$ cat config.mk
export PLATFORM = sky130hd
export DESIGN_NAME = exc_irq_ctrl_flat
export DESIGN_NICKNAME = d
export VERILOG_FILES = /design/src/rtl/exc_irq_ctrl_if.sv /design/src/rtl/exc_irq_ctrl.sv /design/src/flat_wrapper.sv
export SDC_FILE = /design/constraint.sdc
export NUM_CORES = 1
export LEC_CHECK = 0
export CORE_UTILIZATION = 40
export CTS_CLUSTER_SIZE = 30
export DETAILED_ROUTE_END_ITERATION = 10
export PLACE_DENSITY_LB_ADDON = 0.15
export SLEW_MARGIN = 5
export SYNTH_ARGS = -nofsm -noshare
export SYNTH_HDL_FRONTEND = slang
export SYNTH_SLANG_ARGS = --single-unit
$ cat constraint.sdc
create_clock -name clk -period 3.63 [get_ports clk]
set_clock_uncertainty 0.05 [all_clocks]
set_input_delay 1.089 -clock clk [delete_from_list [all_inputs] [get_ports clk]]
set_output_delay 1.089 -clock clk [all_outputs]
set_load 0.03 [all_outputs]
$ cat src/rtl/exc_irq_ctrl_if.sv
// Bundles the decode-stage request signals and the controller's redirect/status outputs.
// The pipeline (or bench) drives through master and the controller attaches as slave.
interface exc_irq_ctrl_if #(
   parameter int NUM_IRQ = 4,
   parameter int IDX_W   = 2
);
   logic [NUM_IRQ-1:0] irq;
   logic               mask_we;
   logic [NUM_IRQ-1:0] mask_wdata;
   logic               bad_op;
   logic [31:0]        id_pc;
   logic               id_valid;
   logic               stall;
   logic               eret;
   logic               redirect;
   logic [31:0]        redirect_pc;
   logic               exc_flush;
   logic               in_handler;
   logic [31:0]        epc;
   logic [IDX_W+1:0]   cause;
   logic [NUM_IRQ-1:0] pending;

   modport master (
      output irq, mask_we, mask_wdata, bad_op, id_pc, id_valid, stall, eret,
      input  redirect, redirect_pc, exc_flush, in_handler, epc, cause, pending
   );

   modport slave (
      input  irq, mask_we, mask_wdata, bad_op, id_pc, id_valid, stall, eret,
      output redirect, redirect_pc, exc_flush, in_handler, epc, cause, pending
   );
endinterface

$ cat src/rtl/exc_irq_ctrl.sv
// Interrupt/exception controller beside ID: edge-detected maskable irqs plus bad-opcode,
// sequenced USER -> TAKE -> HANDLER -> RETURN with registered redirect/flush outputs.
module exc_irq_ctrl #(
   parameter int          NUM_IRQ  = 4,
   parameter logic [31:0] VEC_BASE = 32'h8000_0000,
   parameter int          IDX_W    = (NUM_IRQ > 1) ? $clog2(NUM_IRQ) : 1
) (
   input logic           clk,
   input logic           reset,
   exc_irq_ctrl_if.slave bus
);

   typedef enum logic [1:0] {USER, TAKE, HANDLER, RETURN} state_e;

   state_e             state_q;
   logic               redirect_q;
   logic [31:0]        redirect_pc_q;
   logic               flush_q;
   logic               in_handler_q;
   logic [31:0]        epc_q;
   logic [IDX_W+1:0]   cause_q;
   logic [NUM_IRQ-1:0] pending_q, pending_d;
   logic [NUM_IRQ-1:0] mask_q;
   logic [NUM_IRQ-1:0] irq_prev_q;

   logic               eligible;
   logic [NUM_IRQ-1:0] enabled_pend;
   logic               irq_hit;
   logic [IDX_W-1:0]   irq_idx;
   logic               take_irq;
   logic [NUM_IRQ-1:0] take_clr;

   assign eligible     = bus.id_valid && !bus.stall;
   assign enabled_pend = pending_q & mask_q;

   // Descending scan so the lowest-index enabled pending line wins.
   always_comb begin
      irq_hit = 1'b0;
      irq_idx = '0;
      for (int k = NUM_IRQ - 1; k >= 0; k--) begin
         if (enabled_pend[k]) begin
            irq_hit = 1'b1;
            irq_idx = IDX_W'(k);
         end
      end
   end

   assign take_irq = (state_q == USER) && eligible && !bus.bad_op && irq_hit;

   always_comb begin
      take_clr = '0;
      if (take_irq) take_clr[irq_idx] = 1'b1;
   end

   // A fresh edge on a line being taken this cycle re-arms it.
   assign pending_d = (pending_q & ~take_clr) | (bus.irq & ~irq_prev_q);

   always_ff @(posedge clk or posedge reset) begin
      if (reset) begin
         pending_q  <= '0;
         mask_q     <= '1;
         irq_prev_q <= '0;
      end else begin
         pending_q  <= pending_d;
         irq_prev_q <= bus.irq;
         if (bus.mask_we) mask_q <= bus.mask_wdata;
      end
   end

   always_ff @(posedge clk or posedge reset) begin
      if (reset) begin
         state_q       <= USER;
         redirect_q    <= 1'b0;
         redirect_pc_q <= '0;
         flush_q       <= 1'b0;
         in_handler_q  <= 1'b0;
         epc_q         <= '0;
         cause_q       <= '0;
      end else begin
         unique case (state_q)
            USER: begin
               if (eligible && bus.bad_op) begin
                  state_q       <= TAKE;
                  epc_q         <= bus.id_pc;
                  cause_q       <= {1'b1, 1'b0, {IDX_W{1'b0}}};
                  redirect_pc_q <= VEC_BASE + 32'd8;
                  redirect_q    <= 1'b1;
                  flush_q       <= 1'b1;
                  in_handler_q  <= 1'b1;
               end else if (take_irq) begin
                  state_q       <= TAKE;
                  epc_q         <= bus.id_pc;
                  cause_q       <= {1'b0, 1'b0, irq_idx};
                  redirect_pc_q <= VEC_BASE + 32'd4;
                  redirect_q    <= 1'b1;
                  flush_q       <= 1'b1;
                  in_handler_q  <= 1'b1;
               end
            end
            TAKE: begin
               state_q    <= HANDLER;
               redirect_q <= 1'b0;
               flush_q    <= 1'b0;
            end
            HANDLER: begin
               if (eligible && bus.bad_op) begin
                  state_q       <= TAKE;
                  cause_q       <= {1'b1, 1'b1, {IDX_W{1'b0}}};
                  redirect_pc_q <= VEC_BASE;
                  redirect_q    <= 1'b1;
                  flush_q       <= 1'b1;
               end else if (eligible && bus.eret) begin
                  state_q       <= RETURN;
                  redirect_pc_q <= epc_q;
                  redirect_q    <= 1'b1;
                  flush_q       <= 1'b1;
                  in_handler_q  <= 1'b0;
               end
            end
            RETURN: begin
               state_q    <= USER;
               redirect_q <= 1'b0;
               flush_q    <= 1'b0;
            end
            default: state_q <= USER;
         endcase
      end
   end

   assign bus.redirect    = redirect_q;
   assign bus.redirect_pc = redirect_pc_q;
   assign bus.exc_flush   = flush_q;
   assign bus.in_handler  = in_handler_q;
   assign bus.epc         = epc_q;
   assign bus.cause       = cause_q;
   assign bus.pending     = pending_q;

endmodule

$ cat src/flat_wrapper.sv
// flat-port wrapper written by rule: the top's interface ports become plain ports
module exc_irq_ctrl_flat 
#(
   parameter int          NUM_IRQ  = 4,
   parameter logic [31:0] VEC_BASE = 32'h8000_0000,
   parameter int          IDX_W    = (NUM_IRQ > 1) ? $clog2(NUM_IRQ) : 1
)
  (clk, reset, bus_irq, bus_mask_we, bus_mask_wdata, bus_bad_op, bus_id_pc, bus_id_valid, bus_stall, bus_eret, bus_redirect, bus_redirect_pc, bus_exc_flush, bus_in_handler, bus_epc, bus_cause, bus_pending);
  exc_irq_ctrl_if #(.NUM_IRQ(NUM_IRQ), .IDX_W(IDX_W)) bus_i ();
  input logic clk;
  input logic reset;
  input wire logic [$bits(bus_i.irq)-1:0] bus_irq;
  input wire logic [$bits(bus_i.mask_we)-1:0] bus_mask_we;
  input wire logic [$bits(bus_i.mask_wdata)-1:0] bus_mask_wdata;
  input wire logic [$bits(bus_i.bad_op)-1:0] bus_bad_op;
  input wire logic [$bits(bus_i.id_pc)-1:0] bus_id_pc;
  input wire logic [$bits(bus_i.id_valid)-1:0] bus_id_valid;
  input wire logic [$bits(bus_i.stall)-1:0] bus_stall;
  input wire logic [$bits(bus_i.eret)-1:0] bus_eret;
  output wire logic [$bits(bus_i.redirect)-1:0] bus_redirect;
  output wire logic [$bits(bus_i.redirect_pc)-1:0] bus_redirect_pc;
  output wire logic [$bits(bus_i.exc_flush)-1:0] bus_exc_flush;
  output wire logic [$bits(bus_i.in_handler)-1:0] bus_in_handler;
  output wire logic [$bits(bus_i.epc)-1:0] bus_epc;
  output wire logic [$bits(bus_i.cause)-1:0] bus_cause;
  output wire logic [$bits(bus_i.pending)-1:0] bus_pending;
  assign bus_i.irq = bus_irq;
  assign bus_i.mask_we = bus_mask_we;
  assign bus_i.mask_wdata = bus_mask_wdata;
  assign bus_i.bad_op = bus_bad_op;
  assign bus_i.id_pc = bus_id_pc;
  assign bus_i.id_valid = bus_id_valid;
  assign bus_i.stall = bus_stall;
  assign bus_i.eret = bus_eret;
  assign bus_redirect = bus_i.redirect;
  assign bus_redirect_pc = bus_i.redirect_pc;
  assign bus_exc_flush = bus_i.exc_flush;
  assign bus_in_handler = bus_i.in_handler;
  assign bus_epc = bus_i.epc;
  assign bus_cause = bus_i.cause;
  assign bus_pending = bus_i.pending;
  exc_irq_ctrl #(.NUM_IRQ(NUM_IRQ), .VEC_BASE(VEC_BASE), .IDX_W(IDX_W)) u_core (.clk(clk), .reset(reset), .bus(bus_i));
endmodule
# Word-level counts from Yosys, hierarchy flattened
# Cells that the tools add are included.
# Widths: inputs -> output; s select.
# totals
reg_bits,84
wordCells,78
output_inout_bits,75
in_bits,47
# classes
order_cmp,2
reduce_logical,18
bitwise,6
muxes,35
eq_ne,8
# op_table
cell,n
$mux 32,6
$pmux 32 s2,1
$mux 2,8
$mux 4,4
$and 4x4->4,3
$mux 1,11
$not 4->4,2
$pmux 2 s4,1
$pmux 4 s2,1
$logic_and 1x1->1,7
$reduce_and 3->1,2
$eq 2x2->1 const B,2
$ne 2x1->1 const B,2
$or 4x4->4,1
$reduce_and 2->1,2
$reduce_and 4->1,1
$reduce_bool 2->1,2
$lt 2x3->1 const B,1
$ne 3x1->1 const B,1
$ne 3x2->1 const B,1
$pmux 1 s3,1
$demux 1 s2,1
$eq 2x1->1 const B,1
$ge 2x1->1 const B,1
5 further kinds,6

# Depth between registers and ports, before layout
# Gate-level depths: netlist of run 1.
# depth
depth_word,13
ltp_mapped,6
depth_no_buf,4

# Worst setup path after synthesis of run 1
# OpenSTA, ideal clock, no wires.
# synth_path
path_type,in2reg
from,input bus_stall
to,"register u_core.redirect_pc_q[10], in the netlist u_core.bus.redirect_pc[10]"
arrival_ps,2235
stages,5
setup_slack_ps,1224
required_ps,3459
path_buffers,2
setup_ps,121
cell_sequence,or3b_1 -> a311o_1 -> buf_6 -> buf_6 -> a22o_1
# synth_via
elab_chain_len,7
elab_cells_between_ends,13
classes_between,2 x eq/ne; 3 x mux; 8 x reduce/logical
# synth_rtl
element,line,text
start: declaration,flat_wrapper.sv:18,input wire logic [$bits(bus_i.stall)-1:0] bus_stall;
$logic_not 1->1 *,exc_irq_ctrl.sv:33,assign eligible = bus.id_valid && !bus.stall;
$logic_and 1x1->1 *,exc_irq_ctrl.sv:33,
$logic_and 1x1->1 (3 in series),exc_irq_ctrl.sv:48,assign take_irq = (state_q == USER) && eligible && !bus.bad_op && irq_hit;
$ne 3x2->1 (no line),-,
$reduce_and 3->1 (no line),-,
end signal: assignment,exc_irq_ctrl.sv:86,redirect_pc_q <= VEC_BASE + 32'd8;
end signal: assignment,exc_irq_ctrl.sv:94,redirect_pc_q <= VEC_BASE + 32'd4;
end signal: assignment,exc_irq_ctrl.sv:114,redirect_pc_q <= epc_q;
end: declaration,exc_irq_ctrl.sv:17,logic [31:0] redirect_pc_q;
# Mark *: on every way between the ends. The rest lies on a longest branch, timed or not.
# A chain may end at the register's enable or synchronous reset.

# Final worst setup path of run 1
# layout_path
from,input bus_id_valid
to,"register u_core.epc_q[30], in the netlist u_core.bus.epc[30]"
# layout_via
elab_chain_len,6
elab_cells_between_ends,8
classes_between,1 x mux; 7 x reduce/logical
# layout_rtl
element,line,text
start: declaration,flat_wrapper.sv:17,input wire logic [$bits(bus_i.id_valid)-1:0] bus_id_valid;
$logic_and 1x1->1 *,exc_irq_ctrl.sv:33,
$logic_and 1x1->1 (3 in series),exc_irq_ctrl.sv:48,
$reduce_bool 2->1 (no line),-,
$reduce_and 2->1 (no line),-,
end signal: assignment,exc_irq_ctrl.sv:84,epc_q <= bus.id_pc;
end signal: assignment,exc_irq_ctrl.sv:92,epc_q <= bus.id_pc;
end: declaration,exc_irq_ctrl.sv:20,logic [31:0] epc_q;
# Marked as above.

==> impl_metrics.yaml, run 1 <==
die:
  core-area_um2: 7770
  rows: 32
  io_pins: 122
  die_height_um: 91.6
  start_util_pct: 41.4
  die_area_um2: 8400
  die_w_um: 91.6
cells_and_area:
  n_antenna_cell: 0
  final_nets: 393
  area_growth_pct: 47.7
  stdcell_count: 453
  fillers: 640
  drive_above_1_share_pct: 16.8
  fin_area_um2: 4750
  post-route-util_pct: 61.1
timing:
  min_period_over_period_pct: 77.3
  slew_violations: 0
  final.setup.tns_ns: 0
  report.final.hold_viol_count: 0
  setup_viol: 0
  rsz0062_at_grt: "false"
  tightest_slew_ns: 1.10
  setup_slack_ns: 0.826
  clock.fmax_ghz: 0.357
  fin_crit_ns: 2.80
  slew_headroom_pct: 26.5
min_path:
  hold_path_depth: 1
  hp-class: "reg2reg"
clock_network:
  cts_made_buffers: 9
  root_buffer: "clkbuf_8"
  htreeDepth: 3
  cts.repair.resized: 0
  clock_latency_ns: 0.35
  post_cts_buffers: 0
  clkTransAtPathRegs_ns: 0.08
  ctsLongestPathBuffers: 2
  holdBufCountCts: 0
  cts_num_sinks: 84
  tritoncts: "yes"
routing:
  ant_nets: 0
  first_iter_violations: 59
  vias: 2279
  vias_per_cell: 5.03
  post_drt_wl_per_cell_um: 15.8
  drt-pass1-iter-count: 4
  drc_errors: 0
  wl_mm: 7.14
critical_path:
  crit_path_top_delay_cell: "clkdlybuf4s50_1"
  arrival_ns: 2.98
  crit_chain: "clkdlybuf4s50_1 -> or3b_1 -> nor2_2 -> o21ai_4 -> mux2_1"
  crit_type: "in2reg"
  end_kind: "flop"
  max_stage_delay_ns: 0.53
  cp.required_ns: 3.80
  crit_fanout: 34
  startpoint_type: "input pin"
  rr_worst_depth: 4
yosys:
  postSynthAreaPerCell_um2: 14.5
  syn_nets: 268
  ys_ff_latch: 84
  syn_area_um2: 3210
  synthDominantCellAreaShare_pct: 62.3
  ys_warn_count: 0
  synth_area_leaders: "dfrtp_1, mux2_2, a22o_1"
  ys_seq_area_share_pct: 65.6
  synth_top_area_cell: "dfrtp_1"
  synthCells: 221
  yosysUniqueCellTypes: 39
placement:
  gp_congestion: 0.935
  dp_slack_ns: 0.456
  port_buffers: 121
  placed_area_um2: 4530
  dp_hpwl_mm: 4.77
  placed_cells: 437
global_route:
  grt_pass1_vias: 2269
  track_usage_pct: 17.6
  grt_pass1_wl_mm: 11.4
  grt_start_max_net_pins: 46
  antenna_found_initial: 0
  grt_overflow_total: 0
power:
  powerDensity_nw_per_um2: 679
  sw_frac_of_total_pct: 35.1
  leakagePower_nw: 2.07
  sequentialPowerShare_pct: 40.6
  combPwrFrac_pct: 37.0
  vdd_drop_max_v: 0.000406
  p_switching_mw: 1.13
  internal_power_mw: 2.09
  clkPwrFrac_pct: 22.4
run:
  max-cap-violations: 0
outcome:
  status: "finished clean"
[cells by family (layout without fill, tap and decap cells)]
kind of cell           count (synthesis)  count (layout)  synth area share [%]
DFF                                   84              84                  65.6
AOI/OAI and AO/OA                     53              53                  13.4
buffers and inverters                 21             151                  3.62
and+or+nand+nor                       26              26                  4.55
muxes                                 37              37                  12.9
[metrics by stage]
step / power, mW / hold slack, ns
3_5_place_dp: 2.53 / 0.416
3_3_place_gp: 2.51 / 0.411
2_1_floorplan: 1.98 / 0.416
5_1_grt: 3.36 / 0.469
6_report: 3.22 / 0.428
4_1_cts: 3.25 / 0.435
[cell usage in the layout, fill, tap and decap left out, types with 2 or more instances in the layout]
cell	n
clkinv_2	2
nor3b_1	2
bufinv_16	2
mux2_1	5
nand3_1	2
dfstp_2	4
o21ai_0	3
buf_4	3
a22oi_1	2
nand2b_1	2
a21o_1	2
nor2_1	2
clkinvlp_4	2
a22o_1	33
dfrtp_1	80
o21ai_1	2
nand2_1	8
clkdlybuf4s50_1	121
inv_1	9
a21oi_1	3
clkbuf_8	9
mux2_2	31
[registers in the layout (all words and copies together), names as in the netlist]
signal,flops
u_core.state_q,2
u_core.irq_prev_q,4
u_core.bus.redirect,1
u_core.bus.in_handler,1
u_core.mask_q,4
u_core.bus.redirect_pc,32
u_core.bus.epc,32
u_core.bus.cause,4
u_core.bus.pending,4
[power by group through the flow]
stage | registers [mW] | clock network [mW] | logic [mW]
after floorplan | 1.71 | 0 | 0.270
after CTS | 1.31 | 0.737 | 1.20
after global routing | 1.34 | 0.777 | 1.25
after global placement | 1.32 | 0 | 1.19
after detailed placement | 1.33 | 0 | 1.20
final | 1.31 | 0.722 | 1.19
[critical path: cells and delay by family]
kind,cells,cell delay [ns]
AOI/OAI and AO/OA,1,0.31
muxes,1,0.41
and+or+nand+nor,2,0.62
buffers and inverters,1,0.53
[path summary, 6_finish.rpt]
kind	start	slack, ns	end
setup / recovery	bus_id_valid	0.83	u_core.bus.epc[30]
hold / removal	u_core.bus.cause[1]	0.43	u_core.bus.cause[1]
setup reg to reg	u_core.bus.pending[2]	1.24	u_core.bus.epc[22]
hold reg to reg	u_core.bus.cause[1]	0.43	u_core.bus.cause[1]
max in group asynchronous	reset	1.71	u_core.mask_q[2]
min in group asynchronous	reset	1.13	u_core.bus.epc[10]
[synthesized netlist by cell type (all sizes together)]
master	count
and2	1
buf	8
inv	10
clkbuf	3
nand3b	1
o21bai	1
nor2	3
a22o	33
nand4	1
o21ai	6
or3b	1
a2bb2oi	1
a21bo	1
nor4	1
and3b	1
nor3	1
dfrtp	80
mux2	36
o21a	1
nor3b	2
a21o	2
a32o	1
and4b	1
nand2b	2
nand3	2
o31ai	1
mux2i	1
nor2b	1
a311o	1
nand2	8
dfstp	4
a21oi	3
a22oi	2
[metal layers]
metal	part of all wire, %	GRT usage [%]	vias to the layer above
li1	-	-	1062
met5	0	0	-
met2	45	26.2	86
met3	9.0	5.56	8
met4	0.94	7.41	0
met1	45	23.8	1123
[area by class of cell]
cell class / count / area [um^2] / area share [%]
flip-flops and latches: 84 / 2110 / 44.4
well taps: 102 / 128 / 2.69
repair buffers: 125 / 1250 / 26.4
inverters: 10 / 38.8 / 0.817
multi-input cells: 116 / 1000 / 21.2
clock inverters: 6 / 88.8 / 1.87
clock buffers: 10 / 128 / 2.69
Power figures use the tool's default switching activity.
==> run 2: changes to the inputs <==
--- a/config.mk
+++ b/config.mk
@@ -5,7 +5,7 @@
 export SDC_FILE = /design/constraint.sdc
 export NUM_CORES = 1
 export LEC_CHECK = 0
-export CORE_UTILIZATION = 40
+export CORE_UTILIZATION = 39
 export CTS_CLUSTER_SIZE = 30
 export DETAILED_ROUTE_END_ITERATION = 10
 export PLACE_DENSITY_LB_ADDON = 0.15
==> constraint.sdc (replaced) <==
create_clock -name clk -period 2.4 [get_ports clk]
set_clock_uncertainty 0.05 [all_clocks]
set_input_delay 0.72 -clock clk [delete_from_list [all_inputs] [get_ports clk]]
set_output_delay 0.72 -clock clk [all_outputs]
set_load 0.03 [all_outputs]
==> impl_metrics.yaml, run 2 (synthesis gave the netlist of run 1 again) <==
outcome:
  status: "finished clean"
global_route:
  grt_pass1_wl_mm: 11.7
  grt_pass1_vias: 2358
  track_usage_pct: 17.6
  grt_start_max_net_pins: 85
  antenna_found_initial: 0
  grt_overflow_total: 0
cells_and_area:
  drive_above_1_share_pct: 17.9
  post-route-util_pct: 61.4
  stdcell_count: 460
  fillers: 679
  final_nets: 400
  layout_commonest_cell: "clkdlybuf4s50_1"
  most-common-layout-cells: "clkdlybuf4s50_1, dfrtp_1, a22o_1, mux2_2, clkbuf_8"
  n_antenna_cell: 0
  fin_area_um2: 4820
  area_growth_pct: 50.0
timing:
  slew_headroom_pct: 71.9
  clock.fmax_ghz: 0.435
  rsz0062_at_grt: "false"
  fin_crit_ns: 2.30
  slew_violations: 0
  setup_slack_ns: 0.101
  tightest_slew_ns: 0.422
  setup_viol: 0
  hold_slack_ns: 0.439
  min_period_over_period_pct: 95.8
  final.setup.tns_ns: 0
  report.final.hold_viol_count: 0
power:
  vdd_drop_max_v: 0.000523
  powerDensity_nw_per_um2: 999
  power.total_mw: 4.82
  leakagePower_nw: 2.11
die:
  die_area_um2: 8610
  core-area_um2: 7850
  start_util_pct: 41.0
  rows: 32
  io_pins: 122
  die_w_um: 92.8
  die_height_um: 92.8
critical_path:
  reg2reg_from: "u_core.bus.pending[1]"
  end_kind: "flop"
  cp.required_ns: 2.56
  crit_start: "bus_id_valid"
  crit_path_top_delay_cell: "clkdlybuf4s50_1"
  crit_fanout: 23
  startpoint_type: "input pin"
  max_stage_delay_ns: 0.53
  crit_chain: "clkdlybuf4s50_1 -> or3b_1 -> nor2_2 -> o21ai_4 -> buf_12 -> mux2_1"
  arrival_ns: 2.46
  critical-path-top-delay-family: "buffers and inverters"
  path_buf_inv: 2
  crit_type: "in2reg"
routing:
  first_iter_violations: 80
  post_drt_wl_per_cell_um: 15.6
  wl_mm: 7.17
  ant_nets: 0
  wl_met1_mm: 3.11
  drt-pass1-iter-count: 4
  wl_met2_mm: 3.37
  drc_errors: 0
  vias: 2301
  wl_met3_um: 637
  top_layer: "met4"
  vias_per_cell: 5.00
clock_network:
  root_buffer: "clkbuf_8"
  clkTransAtPathRegs_ns: 0.07
  cts_made_buffers: 9
  post_cts_buffers: 0
  clock_latency_ns: 0.33
  htreeDepth: 3
  cts.repair.resized: 0
  tritoncts: "yes"
  holdBufCountCts: 0
  ctsLongestPathBuffers: 2
  cts_num_sinks: 84
placement:
  placed_area_um2: 4620
  port_buffers: 121
  placed_cells: 444
  dp_slack_ns: -0.232
  gp_congestion: 0.840
  dp_hpwl_mm: 4.89
run:
  max-cap-violations: 0
min_path:
  hp-class: "reg2reg"
  min-delay-start: "u_core.bus.cause[3]"
==> run 2: cell count changes in the layout (fill, tap and decap cells not counted) <==
| cell | delta |
|---|---|
| clkbuf_8 | +2 |
| clkbuf_1 | +2 |
| clkinv_4 | -1 |
| buf_12 | +3 |
| buf_4 | +4 |
| clkinv_2 | -1 |
| clkinvlp_4 | -1 |
| bufinv_16 | -1 |
==> run 2: path summary, 6_finish.rpt <==
kind | cells after the start | end | slack, ns
hold reg to reg | 1 | u_core.bus.cause[3] | 0.44
max in group asynchronous | 3 | u_core.mask_q[2] | 1.16
setup reg to reg | 5 | u_core.bus.epc[18] | 0.54
hold / removal | 1 | u_core.bus.cause[3] | 0.44
setup / recovery | 6 | u_core.bus.epc[30] | 0.10
min in group asynchronous | 3 | u_core.bus.redirect_pc[28] | 0.81
==> run 2: power by group <==
part,total [mW],internal (mW),switching [mW]
Clock,0.998,0.539,0.460
Combinational,1.83,0.857,0.976
Sequential,1.98,1.74,0.241
==> run 2: layout make-up <==
cell class,count,area [um^2],share of cell area (%)
clock buffer,14,163,3.37
clock inverter,2,35.0,0.727
inverter,10,41.3,0.856
multi-input combinational,116,1000,20.8
sequential,84,2110,43.7
tap,102,128,2.65
timing repair buffer,132,1340,27.9
==> run 2: metal layers <==
| layer | global-route usage (%) | vias up |
|---|---|---|
| li1 | - | 1070 |
| met4 | 4.36 | 0 |
| met1 | 23.2 | 1135 |
| met5 | 0 | - |
| met2 | 26.9 | 91 |
| met3 | 7.22 | 5 |
==> run 3: changes to the inputs <==
--- a/config.mk
+++ b/config.mk
@@ -6,9 +6,9 @@
 export NUM_CORES = 1
 export LEC_CHECK = 0
 export CORE_UTILIZATION = 39
-export CTS_CLUSTER_SIZE = 30
 export DETAILED_ROUTE_END_ITERATION = 10
 export PLACE_DENSITY_LB_ADDON = 0.15
+export SKIP_CTS_REPAIR_TIMING = 1
 export SLEW_MARGIN = 5
 export SYNTH_ARGS = -nofsm -noshare
 export SYNTH_HDL_FRONTEND = slang
==> results of run 3 <==
Final layout, timing and power as in run 2 (identical DEF).
